===== config.mk =====
export PLATFORM = sky130hd
export DESIGN_NAME = sys_cmd_ctrl
export DESIGN_NICKNAME = d
export VERILOG_FILES = /design/src/rtl/sys_cmd_ctrl_pkg.sv /design/src/rtl/sys_cmd_ctrl.sv
export SDC_FILE = /design/constraint.sdc
export NUM_CORES = 1
export LEC_CHECK = 0
export CORE_AREA = 2 2 85 78
export CTS_CLUSTER_DIAMETER = 150
export DETAILED_ROUTE_END_ITERATION = 10
export DIE_AREA = 0 0 87 80
export PLACE_DENSITY_LB_ADDON = 0.25
export SLEW_MARGIN = 15
export SYNTH_ARGS = -nofsm -noshare
export SYNTH_HDL_FRONTEND = slang
export SYNTH_SLANG_ARGS = --single-unit

===== constraint.sdc =====
create_clock -name CLK -period 2.1 [get_ports CLK]
set_clock_uncertainty 0.1 [all_clocks]
set_input_delay 0.42 -clock CLK [delete_from_list [all_inputs] [get_ports CLK]]
set_output_delay 0.42 -clock CLK [all_outputs]
set_load 0.01 [all_outputs]

===== src/rtl/sys_cmd_ctrl_pkg.sv =====
// Shared definitions for the command sequencer: frame command codes,
// ALU operand register addresses and the sequencer state encoding.
package sys_cmd_ctrl_pkg;

  localparam logic [7:0] CMD_WRITE   = 8'hAA;
  localparam logic [7:0] CMD_READ    = 8'hBB;
  localparam logic [7:0] CMD_ALU_OPS = 8'hCC;
  localparam logic [7:0] CMD_ALU_NOP = 8'hDD;

  // Operands for an ALU frame are parked in these two register-file slots.
  localparam int unsigned REG_A_ADDR = 0;
  localparam int unsigned REG_B_ADDR = 1;

  typedef enum logic [3:0] {
    S_IDLE,
    S_WR_ADDR,
    S_WR_DATA,
    S_RD_ADDR,
    S_RD_WAIT,
    S_RD_SEND,
    S_ALU_A,
    S_ALU_B,
    S_ALU_FUN,
    S_ALU_WAIT,
    S_SEND_LSB,
    S_SEND_MSB
  } state_e;

endpackage


===== src/rtl/sys_cmd_ctrl.sv =====
// Command sequencer: parses RX byte frames into register-file writes/reads and
// ALU operations, and returns read data or ALU results to the TX FIFO.
module sys_cmd_ctrl
  import sys_cmd_ctrl_pkg::*;
#(
  parameter int DATA_WIDTH = 8,
  parameter int ADDR_WIDTH = 4,
  parameter int FUN_WIDTH  = 4
) (
  input  logic                    CLK,
  input  logic                    RST,
  input  logic [DATA_WIDTH-1:0]   RX_P_DATA,
  input  logic                    RX_D_VLD,
  input  logic [DATA_WIDTH-1:0]   RdData,
  input  logic                    RdData_Valid,
  input  logic [2*DATA_WIDTH-1:0] ALU_OUT,
  input  logic                    ALU_OUT_VALID,
  input  logic                    FIFO_FULL,
  output logic                    WrEn,
  output logic                    RdEn,
  output logic [ADDR_WIDTH-1:0]   Address,
  output logic [DATA_WIDTH-1:0]   WrData,
  output logic                    ALU_EN,
  output logic [FUN_WIDTH-1:0]    ALU_FUN,
  output logic                    CLK_GATE_EN,
  output logic [DATA_WIDTH-1:0]   TX_P_DATA,
  output logic                    TX_D_VLD,
  output logic                    CMD_ERR
);

  localparam logic [DATA_WIDTH-1:0] CMD_WR_B  = DATA_WIDTH'(CMD_WRITE);
  localparam logic [DATA_WIDTH-1:0] CMD_RD_B  = DATA_WIDTH'(CMD_READ);
  localparam logic [DATA_WIDTH-1:0] CMD_OPS_B = DATA_WIDTH'(CMD_ALU_OPS);
  localparam logic [DATA_WIDTH-1:0] CMD_NOP_B = DATA_WIDTH'(CMD_ALU_NOP);

  state_e state_q, state_d;

  logic                    wr_en_q, wr_en_d;
  logic                    rd_en_q, rd_en_d;
  logic [ADDR_WIDTH-1:0]   address_q, address_d;
  logic [DATA_WIDTH-1:0]   wr_data_q, wr_data_d;
  logic                    alu_en_q, alu_en_d;
  logic [FUN_WIDTH-1:0]    alu_fun_q, alu_fun_d;
  logic                    clk_gate_q, clk_gate_d;
  logic [DATA_WIDTH-1:0]   tx_data_q, tx_data_d;
  logic                    tx_vld_q, tx_vld_d;
  logic                    cmd_err_q, cmd_err_d;
  logic [ADDR_WIDTH-1:0]   addr_hold_q, addr_hold_d;
  logic [2*DATA_WIDTH-1:0] result_q, result_d;

  logic known_cmd;
  assign known_cmd = (RX_P_DATA == CMD_WR_B)  || (RX_P_DATA == CMD_RD_B) ||
                     (RX_P_DATA == CMD_OPS_B) || (RX_P_DATA == CMD_NOP_B);

  // NOTE: sequential state uses non-blocking assignments so every register
  // samples the pre-edge value of every other register.
  always_ff @(posedge CLK or negedge RST) begin : state_reg
    if (!RST) state_q <= S_IDLE;
    else      state_q <= state_d;
  end

  // Bytes arriving in wait/send states fall through every branch and are dropped.
  always_comb begin : next_state_comb
    // NOTE: each combinational output gets a default before the case so no
    // path leaves it unassigned and no latch is inferred.
    state_d = state_q;
    case (state_q)
      S_IDLE: begin
        if (RX_D_VLD) begin
          if      (RX_P_DATA == CMD_WR_B)  state_d = S_WR_ADDR;
          else if (RX_P_DATA == CMD_RD_B)  state_d = S_RD_ADDR;
          else if (RX_P_DATA == CMD_OPS_B) state_d = S_ALU_A;
          else if (RX_P_DATA == CMD_NOP_B) state_d = S_ALU_FUN;
        end
      end
      S_WR_ADDR:  if (RX_D_VLD)      state_d = S_WR_DATA;
      S_WR_DATA:  if (RX_D_VLD)      state_d = S_IDLE;
      S_RD_ADDR:  if (RX_D_VLD)      state_d = S_RD_WAIT;
      S_RD_WAIT:  if (RdData_Valid)  state_d = S_RD_SEND;
      S_RD_SEND:  if (!FIFO_FULL)    state_d = S_IDLE;
      S_ALU_A:    if (RX_D_VLD)      state_d = S_ALU_B;
      S_ALU_B:    if (RX_D_VLD)      state_d = S_ALU_FUN;
      S_ALU_FUN:  if (RX_D_VLD)      state_d = S_ALU_WAIT;
      S_ALU_WAIT: if (ALU_OUT_VALID) state_d = S_SEND_LSB;
      S_SEND_LSB: if (!FIFO_FULL)    state_d = S_SEND_MSB;
      S_SEND_MSB: if (!FIFO_FULL)    state_d = S_IDLE;
      default:                       state_d = S_IDLE;
    endcase
  end

  // Strobes default low each cycle; data outputs and holding registers keep value.
  always_comb begin : output_comb
    wr_en_d     = 1'b0;
    rd_en_d     = 1'b0;
    alu_en_d    = 1'b0;
    clk_gate_d  = 1'b0;
    tx_vld_d    = 1'b0;
    cmd_err_d   = 1'b0;
    address_d   = address_q;
    wr_data_d   = wr_data_q;
    alu_fun_d   = alu_fun_q;
    tx_data_d   = tx_data_q;
    addr_hold_d = addr_hold_q;
    result_d    = result_q;
    case (state_q)
      S_IDLE: cmd_err_d = RX_D_VLD && !known_cmd;
      S_WR_ADDR: if (RX_D_VLD) addr_hold_d = RX_P_DATA[ADDR_WIDTH-1:0];
      S_WR_DATA: begin
        if (RX_D_VLD) begin
          wr_en_d   = 1'b1;
          address_d = addr_hold_q;
          wr_data_d = RX_P_DATA;
        end
      end
      S_RD_ADDR: begin
        if (RX_D_VLD) begin
          rd_en_d   = 1'b1;
          address_d = RX_P_DATA[ADDR_WIDTH-1:0];
        end
      end
      S_RD_WAIT: if (RdData_Valid) result_d = {{DATA_WIDTH{1'b0}}, RdData};
      S_RD_SEND: begin
        if (!FIFO_FULL) begin
          tx_vld_d  = 1'b1;
          tx_data_d = result_q[DATA_WIDTH-1:0];
        end
      end
      S_ALU_A: begin
        if (RX_D_VLD) begin
          wr_en_d   = 1'b1;
          address_d = ADDR_WIDTH'(REG_A_ADDR);
          wr_data_d = RX_P_DATA;
        end
      end
      S_ALU_B: begin
        if (RX_D_VLD) begin
          wr_en_d   = 1'b1;
          address_d = ADDR_WIDTH'(REG_B_ADDR);
          wr_data_d = RX_P_DATA;
        end
      end
      S_ALU_FUN: begin
        if (RX_D_VLD) begin
          alu_fun_d  = RX_P_DATA[FUN_WIDTH-1:0];
          alu_en_d   = 1'b1;
          clk_gate_d = 1'b1;
        end
      end
      S_ALU_WAIT: begin
        // The result edge drops the enable and gate together with the capture.
        if (ALU_OUT_VALID) begin
          result_d = ALU_OUT;
        end else begin
          alu_en_d   = 1'b1;
          clk_gate_d = 1'b1;
        end
      end
      S_SEND_LSB: begin
        if (!FIFO_FULL) begin
          tx_vld_d  = 1'b1;
          tx_data_d = result_q[DATA_WIDTH-1:0];
        end
      end
      S_SEND_MSB: begin
        if (!FIFO_FULL) begin
          tx_vld_d  = 1'b1;
          tx_data_d = result_q[2*DATA_WIDTH-1:DATA_WIDTH];
        end
      end
      default: ;
    endcase
  end

  always_ff @(posedge CLK or negedge RST) begin : output_reg
    if (!RST) begin
      wr_en_q     <= 1'b0;
      rd_en_q     <= 1'b0;
      address_q   <= '0;
      wr_data_q   <= '0;
      alu_en_q    <= 1'b0;
      alu_fun_q   <= '0;
      clk_gate_q  <= 1'b0;
      tx_data_q   <= '0;
      tx_vld_q    <= 1'b0;
      cmd_err_q   <= 1'b0;
      addr_hold_q <= '0;
      result_q    <= '0;
    end else begin
      wr_en_q     <= wr_en_d;
      rd_en_q     <= rd_en_d;
      address_q   <= address_d;
      wr_data_q   <= wr_data_d;
      alu_en_q    <= alu_en_d;
      alu_fun_q   <= alu_fun_d;
      clk_gate_q  <= clk_gate_d;
      tx_data_q   <= tx_data_d;
      tx_vld_q    <= tx_vld_d;
      cmd_err_q   <= cmd_err_d;
      addr_hold_q <= addr_hold_d;
      result_q    <= result_d;
    end
  end

  assign WrEn        = wr_en_q;
  assign RdEn        = rd_en_q;
  assign Address     = address_q;
  assign WrData      = wr_data_q;
  assign ALU_EN      = alu_en_q;
  assign ALU_FUN     = alu_fun_q;
  assign CLK_GATE_EN = clk_gate_q;
  assign TX_P_DATA   = tx_data_q;
  assign TX_D_VLD    = tx_vld_q;
  assign CMD_ERR     = cmd_err_q;

endmodule

==> reports/results.ini, run 1 <==
[floorplanning]
start_util=0.421
io_pins=68
num_rows=27
die-area_um2=6960
die_x_um=87
core_area_um2=6050
die_h_um=80

[logic_synthesis]
yosys.area_share.simple=0.136
synth_nets=260
synth_cells=222
synth_edf_count=0
synth_compound_area_frac=0.166
synth_ff_type=dfrtp_1
synth-adder-area-share=0
syn_area_um2=2540
yosys_register_bits=53
synth_warnings=0
muxShareOfSynthArea=0.134
synth_top_family_by_area=compound AO/OA/AOI/OAI gates
seq_area_frac_synth=0.521
ys_types=50
synth_xor_area_frac=0.00344
async_reset_ff_frac=1.00
synth_area_per_cell_um2=11.5

[grt]
grt_pass1_wl_mm=9.65
grt_antenna_before_repair=0
grt_max_degree=23
grt_pass1_vias=1926
grt-ovfl-total=0
grtUsageTotal=0.180

[sta]
timing.final.max_slew_violations=0
grt_setup_unrepaired=false
fmax_mhz=527
post-route-period-util=0.904
fin_ws_ns=0.202
slew_headroom=0.677
hold_violations=0
period_minus_slack_ns=1.90
worstMarginPinSlew_ns=0.485
setup_viol=0

[final_layout]
fin_util=0.583
layout-drive-gt1-share=0.205
layout_commonest_cell=clkdlybuf4s50_1
mostFrequentLayoutCells=66 x clkdlybuf4s50_1, 53 x dfrtp_1, 25 x nor2_1, 25 x buf_4, 19 x a21oi_1
diodes=0
finalNetCount=349
design_area_um2=3530
synthToLayoutAreaGrowth_pct=38.5

[critical_path]
r2r-end=ALU_FUN[1]
crit_arrival_ns=2.00
worst_r2r_startpoint=state_q[0]
start_kind=register
critPathKind=register to register
worstPathMaxFanout=12
cpPeakStageDelay_ns=0.52
startpoint=state_q[0]
slowest_stage=dfrtp_1
critPathCaptureType=register
crit_chain=buf_4, nor2_1, nand3_1, mux2_2
required_ns=2.20
reg2reg_depth=4
ff2ff_setup_slack_ns=0.20

[drt]
drtIter0Drc=92
ant_nets=0
vias_per_cell=5.30
wl_met2_mm=2.69
wirelength_mm=5.98
highest_layer=met4
drc=0
wl_per_cell_um=15.6
wl_met1_mm=2.88
first_pass_iters=4
vias=2037
route.met3.wl_um=361

[place]
io_buffers=67
dpl.hpwl_mm=4.52
dp_slack_ns=-0.0300
globalplace.congestion=0.819
place_area_um2=3430

[clock_tree]
cts_tree=yes
cts_made_buffers=5
clock_latency_ns=0.31
cts.repair.resized=0
clockBufferDepth=2
cts_root_buf=clkbuf_8
htreeDepth=2
cts_sinks=53
path_clk_slew_ns=0.10

[power]
power_mw=4.28
vdd_drop_max_mv=0.635
p_leak_nw=1.53
powerDensity_nw_per_um2=1210

[hold_path]
hp-class=register to register
holdPathEnd=Address[1]
hold_path_depth=2
min-delay-start=Address[1]

[status]
status=completed

[flow_run]
maxCapViolations=0

[area by class of cell]
type | instances | area (um^2)
clock buffers | 5 | 68.8
clock inverters | 3 | 21.3
fillers | 514 | 2520
inverters | 5 | 18.8
multi-input cells | 152 | 1120
flip-flops and latches | 53 | 1330
well taps | 72 | 90.1
repair buffers | 94 | 883
[flip-flops by register name (all words and copies together) (netlist names)]
| signal | cells |
|---|---|
| ALU_FUN | 4 |
| state_q | 4 |
| CLK_GATE_EN | 1 |
| result_q | 16 |
| CMD_ERR | 1 |
| TX_D_VLD | 1 |
| Address | 4 |
| addr_hold_q | 4 |
| WrEn | 1 |
| WrData | 8 |
| TX_P_DATA | 8 |
| RdEn | 1 |
[power breakdown]
part           leakage (nW)  internal, mW  switching, mW
sequential            0.654          1.46          0.306
combinational         0.828          1.09          0.841
clock                0.0445         0.237          0.352
total                  1.53          2.78           1.50
[logic make-up (layout without fill, tap and decap cells)]
kind of cell / count (synthesis) / in the layout
mux: 32 / 32
flops: 53 / 53
buf+inv: 17 / 107
xor+xnor: 1 / 1
simple gates: 60 / 60
compound gates: 59 / 59
[synthesized netlist by cell type (3+ instances only)]
cell type | n | area share
a21oi_1 | 19 | 0.037
nand2_1 | 8 | 0.012
mux2i_1 | 16 | 0.063
nor2_1 | 25 | 0.037
buf_4 | 5 | 0.015
nor2b_1 | 4 | 0.0098
mux2_2 | 16 | 0.071
a22oi_1 | 3 | 0.0088
inv_1 | 5 | 0.0074
o21ai_0 | 9 | 0.018
nand4_1 | 3 | 0.0074
a22o_1 | 8 | 0.028
buf_2 | 3 | 0.0059
dfrtp_1 | 53 | 0.52
[critical path: cells and delay by family (launching register included)]
family / cells / cell delay, ns
and+or+nand+nor: 2 / 0.56
DFF: 1 / 0.52
muxes: 1 / 0.37
buffers and inverters: 1 / 0.24
[per-layer routing]
layer / vias to the layer above / GRT usage
met5: - / 0
met4: 0 / 0.0469
met3: 5 / 0.0517
met2: 70 / 0.263
met1: 963 / 0.260
li1: 999 / -
[worst max path at each step]
stage | cells after the start | endpoint | slack, ns
after global placement | 5 | result_q[14] | -0.02
after CTS | 4 | result_q[12] | 0.21
after floorplan | 6 | result_q[6] | 0.38
after detailed placement | 5 | result_q[15] | -0.03
final | 4 | ALU_FUN[1] | 0.20
after global routing | 4 | state_q[1] | 0.10
[through the flow]
stage / hold slack [ns] / cells / TNS, ns
final: 0.389 / 384 / 0
after global routing: 0.424 / 384 / 0
after CTS: 0.394 / 384 / 0
after detailed placement: 0.309 / 375 / -0.242
after global placement: 0.299 / 375 / -0.192
after floorplan: 0.0244 / 222 / 0
[timing repair]
item	CTS	global route
setup endpoints to repair	0	0
buffers inserted	0	0
hold endpoints to repair	20	0
hold buffers	1	0
Power figures use the tool's default switching activity.
==> run 2: changes to the inputs <==
- ABC_AREA: not set -> 1
- CORE_AREA: 2 2 85 78 -> 2 2 86 80
- DIE_AREA: 0 0 87 80 -> 0 0 88 82
==> run 2 against run 1 <==
- non-clock buffer count shrank 22
- synthesized area grew 4.4%
- sequential share of layout area shrank 0.20 points
- synthesized cell count grew 46%
- utilization shrank 2.4 points
- hold slack lost 0.0074 ns
- highest routed layer unchanged
- largest power group unchanged
- clock-buffer cell count is the same
- largest cell class unchanged
- setup slack lost 0.023 ns
==> reports/results.ini, run 2 <==
[logic_synthesis]
syn_area_um2=2660
seq_area_frac_synth=0.499
synth_ff_type=dfrtp_1
muxShareOfSynthArea=0
synth_cells=324
synth_xor_area_frac=0
synth-adder-area-share=0
synth_area_leaders=dfrtp_1 50%, nand2_1 17%, o21ai_0 4.5%, nand3_1 4.1%, nor2_1 2.5%
synth_edf_count=0
synth_most_common_cell=nand2_1
async_reset_ff_frac=1.00
synth_nets=362
synth_compound_area_frac=0.146
synth_area_per_cell_um2=8.20
ys_types=26
synth_top_family_by_area=simple AND/OR/NAND/NOR gates
synth_warnings=0
yosys_register_bits=53
synth.top_cells.by_count=122 x nand2_1, 53 x dfrtp_1, 24 x o21ai_0
synth_top_cell_by_area=dfrtp_1
synth.top_cell.area_share=0.499
yosys.area_share.simple=0.300

[flow_run]
maxCapViolations=0

[final_layout]
layout-drive-gt1-share=0.116
synthToLayoutAreaGrowth_pct=33.4
fin_cells=486
diodes=0
mostFrequentLayoutCells=122 x nand2_1, 66 x clkdlybuf4s50_1, 53 x dfrtp_1
fin_util=0.559
largest_reg_flops=16
finalNetCount=433
layout_commonest_cell=nand2_1
regMostFlops=result_q

[sta]
setup_viol=0
fin_setup_tns_ns=0
period_minus_slack_ns=1.92
timing.final.max_slew_violations=0
fmax_mhz=521
post-route-period-util=0.915
whs_ns=0.381
hold_violations=0
grt_setup_unrepaired=false
slew_headroom=0.682
worstMarginPinSlew_ns=0.472

[critical_path]
slowest_stage=dfrtp_1
worstPathMaxFanout=18
critPathCaptureType=register
critPathKind=register to register
crit_chain=inv_2, nor2_4, nand3_2, nand2_4, clkinv_2, nand3_2, nor2_2, nand2_1, nand2_1
cpPeakStageDelay_ns=0.50
crit_arrival_ns=2.01
required_ns=2.19
cp_top_family=simple AND/OR/NAND/NOR gates
path_buf_inv=2
start_kind=register

[power]
p_leak_nw=1.68
vdd_drop_max_mv=0.452
clock_power_share=0.150
seq_power_share=0.383
power.switching_mw=1.83
powerDensity_nw_per_um2=1310
p_comb_frac=0.468
netSwitchingFraction=0.393
internal-power_mw=2.83

[clock_tree]
cts_sinks=53
htreeDepth=2
path_clk_slew_ns=0.09
cts_root_buf=clkbuf_8
cts_setup_buffers=0
cts_tree=yes
clock_latency_ns=0.31
clockBufferDepth=2
cts_made_buffers=5

[drt]
wirelength_mm=6.18
drc=0
wl_per_cell_um=12.7
first_pass_iters=4
vias_per_cell=4.78
vias=2325
ant_nets=0
drtIter0Drc=124

[place]
io_buffers=67
dpl.hpwl_mm=4.63
post-place-cells=477
globalplace.congestion=0.812

[floorplanning]
core_area_um2=6340
io_pins=68
num_rows=28
die_h_um=82
die_x_um=88
die-area_um2=7220
start_util=0.419

[status]
status=completed

[grt]
grt_pass1_wl_mm=10.1
grt_antenna_before_repair=0
grt_max_degree=54
grt-ovfl-total=0
grtUsageTotal=0.182
grt_pass1_vias=2121

[hold_path]
hp-class=register to register

-- run 2: changes by cell type after synthesis, sizes merged, moves of 8 or more --
cell,change
a22o,-8
mux2i,-16
o21ai,+31
mux2,-16
nand2,+117
nand3,+23
inv,+16
a21oi,-13
-- run 2: tightest hold or removal path, delay by kind of cell (launching register included) --
kind | cells | cell delay, ns
DFF | 1 | 0.35
and+or+nand+nor | 2 | 0.10
-- run 2: final cells by class --
type	count	area, um^2
multi-input cells	241	1190
inverters	22	86.3
clock buffers	5	68.8
repair buffers	72	718
clock inverters	3	43.8
flip-flops and latches	53	1330
well taps	90	113
fillers	614	2800
-- run 2: timing repair --
| action | 4_1_cts | 5_1_grt |
|---|---|---|
| resized for setup | 0 | 1 |
| hold endpoints to repair | 0 | 5 |
| hold buffers | 0 | 1 |
| setup endpoints to repair | 0 | 1 |
-- run 2: through the flow --
step	setup slack, ns	instance area, um^2	power [mW]
5_1_grt	0.0544	3540	5.03
4_1_cts	0.124	3530	4.69
3_5_place_dp	0.0385	3420	3.99
3_3_place_gp	0.155	3420	3.94
2_1_floorplan	0.494	2660	3.09
6_report	0.179	3540	4.66
-- run 2: final timing paths --
kind	startpoint	to	slack, ns	cells past startpoint
worst max-delay path	state_q[3]	state_q[0]	0.18	9
worst min-delay path	WrData[5]	WrData[5]	0.38	2
worst max register to register	state_q[3]	state_q[0]	0.18	9
worst min register to register	WrData[5]	WrData[5]	0.38	2
max in group asynchronous	RST	WrData[5]	1.12	3
min in group asynchronous	RST	WrData[6]	0.52	3
-- run 2: kinds of logic (layout without fill, tap and decap cells) --
| group | Yosys count | after routing |
|---|---|---|
| DFF | 53 | 53 |
| buffers and inverters | 30 | 102 |
| AOI/OAI and AO/OA | 60 | 60 |
| and+or+nand+nor | 181 | 181 |
-- run 2: power by group through the flow --
stage / Clock (mW) / Sequential (mW) / Combinational, mW
2_1_floorplan: 0 / 1.85 / 1.23
3_5_place_dp: 0 / 1.80 / 2.18
4_1_cts: 0.715 / 1.78 / 2.19
3_3_place_gp: 0 / 1.79 / 2.15
5_1_grt: 0.760 / 1.84 / 2.43
6_report: 0.697 / 1.78 / 2.18
-- run 2: routing by layer --
layer	up-vias	track usage	part of all wire
met1	1057	0.252	0.49
met2	67	0.292	0.45
li1	1196	-	-
met4	0	0.0508	0.012
met3	5	0.0342	0.048
met5	-	0	0
==> run 3: changes to the inputs <==
- CORE_AREA: 2 2 86 80 -> 2 2 84 78
- DIE_AREA: 0 0 88 82 -> 0 0 86 80
==> run 3 against run 2 <==
- final area shrank 1.4%
- largest power group unchanged
- setup slack better by 0.026 ns
- register-to-register slack improved by 0.03 ns
- sequential cell count unchanged
- combinational power barely moved
- wire length shrank 2.6%
- critical path type unchanged
- sequential share of layout area grew 0.52 points
- via count rose by 0.13%
- die area is 4.7% lower
- critical path depth is 1 lower
- largest cell class unchanged
- global-route usage up 0.68 points
- final cell count is 3.7% lower
- highest routed layer unchanged
==> reports/results.ini, run 3 (synthesized netlist as in run 2, its figures left out) <==
[status]
status=completed

[power]
power.switching_mw=1.82
vdd_drop_max_mv=0.412
internal-power_mw=2.70
powerDensity_nw_per_um2=1290
p_leak_nw=1.67
p_comb_frac=0.477
netSwitchingFraction=0.402
clock_power_share=0.127
power_mw=4.53
seq_power_share=0.396

[final_layout]
layout_commonest_cell=nand2_1
mostFrequentLayoutCells=122 x nand2_1, 66 x clkdlybuf4s50_1, 53 x dfrtp_1
seq_area_um2=1330
regMostFlops=result_q
fill_cells=563
fin_util=0.585
multiInputGateArea_um2=1180
design_area_um2=3500
synthToLayoutAreaGrowth_pct=31.6
finalNetCount=433
layout-drive-gt1-share=0.116
diodes=0
largest_reg_flops=16
fin_cells=468

[sta]
post-route-period-util=0.902
setup_viol=0
hold_violations=0
fin_setup_tns_ns=0
worstMarginPinSlew_ns=0.552
slew_headroom=0.628
fmax_mhz=528
grt_setup_unrepaired=false
timing.final.max_slew_violations=0
period_minus_slack_ns=1.90

[hold_path]
hold_path_depth=2
min-delay-start=WrData[7]
holdPathEnd=WrData[7]
hp-class=register to register

[floorplanning]
die_x_um=86
die_h_um=80
num_rows=27
die-area_um2=6880
core_area_um2=5980
start_util=0.444
io_pins=68

[drt]
drc=0
ant_nets=0
wirelength_mm=6.02
vias_per_cell=4.97
wl_per_cell_um=12.9
first_pass_iters=4
drtIter0Drc=113
vias=2328

[clock_tree]
cts_sinks=53
cts_tree=yes
path_clk_slew_ns=0.10
clock_latency_ns=0.30
cts_made_buffers=5
htreeDepth=2
clockBufferDepth=2
cts_setup_buffers=0
cts_root_buf=clkbuf_8

[critical_path]
crit_arrival_ns=2.00
worstPathMaxFanout=18
r2r-end=state_q[0]
required_ns=2.20
start_kind=register
ff2ff_setup_slack_ns=0.20
worst_r2r_startpoint=state_q[1]
startpoint=state_q[1]
critPathCaptureType=register
critPathKind=register to register
reg2reg_depth=8

[grt]
grtUsageTotal=0.188
grt_pass1_wl_mm=10.2
grt_max_degree=54
grt-ovfl-total=0
grt_antenna_before_repair=0
grt_pass1_vias=2166

[place]
dpl.hpwl_mm=4.62
io_buffers=67
globalplace.congestion=0.800
place_area_um2=3390
post-place-cells=459

[flow_run]
maxCapViolations=0

-- run 3: changes by cell type in the layout (fill, tap and decap cells not counted) --
cell | before | now
nor2_2 | 4 | 5
inv_6 | 1 | 0
nor2_4 | 5 | 4
bufinv_16 | 1 | 0
clkinv_4 | 0 | 2
-- run 3: metal layers --
layer | vias to the layer above | track usage | wire length (um)
met2 | 73 | 0.295 | 2760
met3 | 4 | 0.0341 | 306
met4 | 0 | 0.0524 | 53
met1 | 1047 | 0.268 | 2890
li1 | 1204 | - | -
met5 | - | 0 | 0
-- run 3: critical path, cell delays in order (launching register included) --
cell	delay, ns
dfrtp_1	0.53
nor2_2	0.35
nand3_2	0.14
nand2_4	0.19
clkinv_2	0.17
nand3_2	0.14
nor2_2	0.06
nand2_1	0.06
nand2_1	0.05
-- run 3: power by group through the flow --
stage          Sequential, mW  Clock (mW)  Combinational [mW]
6_report                 1.79       0.576                2.16
3_5_place_dp             1.81           0                2.17
4_1_cts                  1.79       0.591                2.17
3_3_place_gp             1.80           0                2.12
5_1_grt                  1.85       0.629                2.42
2_1_floorplan            1.85           0                1.23
-- run 3: cell type report --
| type | count | area share |
|---|---|---|
| inverters | 22 | 0.0247 |
| repair buffers | 72 | 0.205 |
| multi-input cells | 241 | 0.339 |
| flip-flops and latches | 53 | 0.379 |
| clock buffers | 5 | 0.0197 |
| well taps | 72 | 0.0258 |
| clock inverters | 3 | 0.00644 |
-- run 3: metrics by stage --
stage	hold slack [ns]	worst slack, ns
floorplan	0.0244	0.494
global placement	0.332	0.188
detailed placement	0.332	0.104
CTS	0.388	0.206
global route	0.418	0.00947
finish	0.379	0.205
-- run 3: repair_timing --
action	CTS	global route
hold endpoints to repair	6	0
endpoints found under the setup margin	0	0
hold buffers	1	0
resized for setup	0	0
-- run 3: how the worst max path moves through the flow --
stage,slack (ns),endpoint
floorplan,0.49,state_q[3]
global placement,0.19,state_q[3]
detailed placement,0.10,state_q[2]
CTS,0.21,state_q[2]
global route,0.009,state_q[0]
finish,0.20,state_q[0]
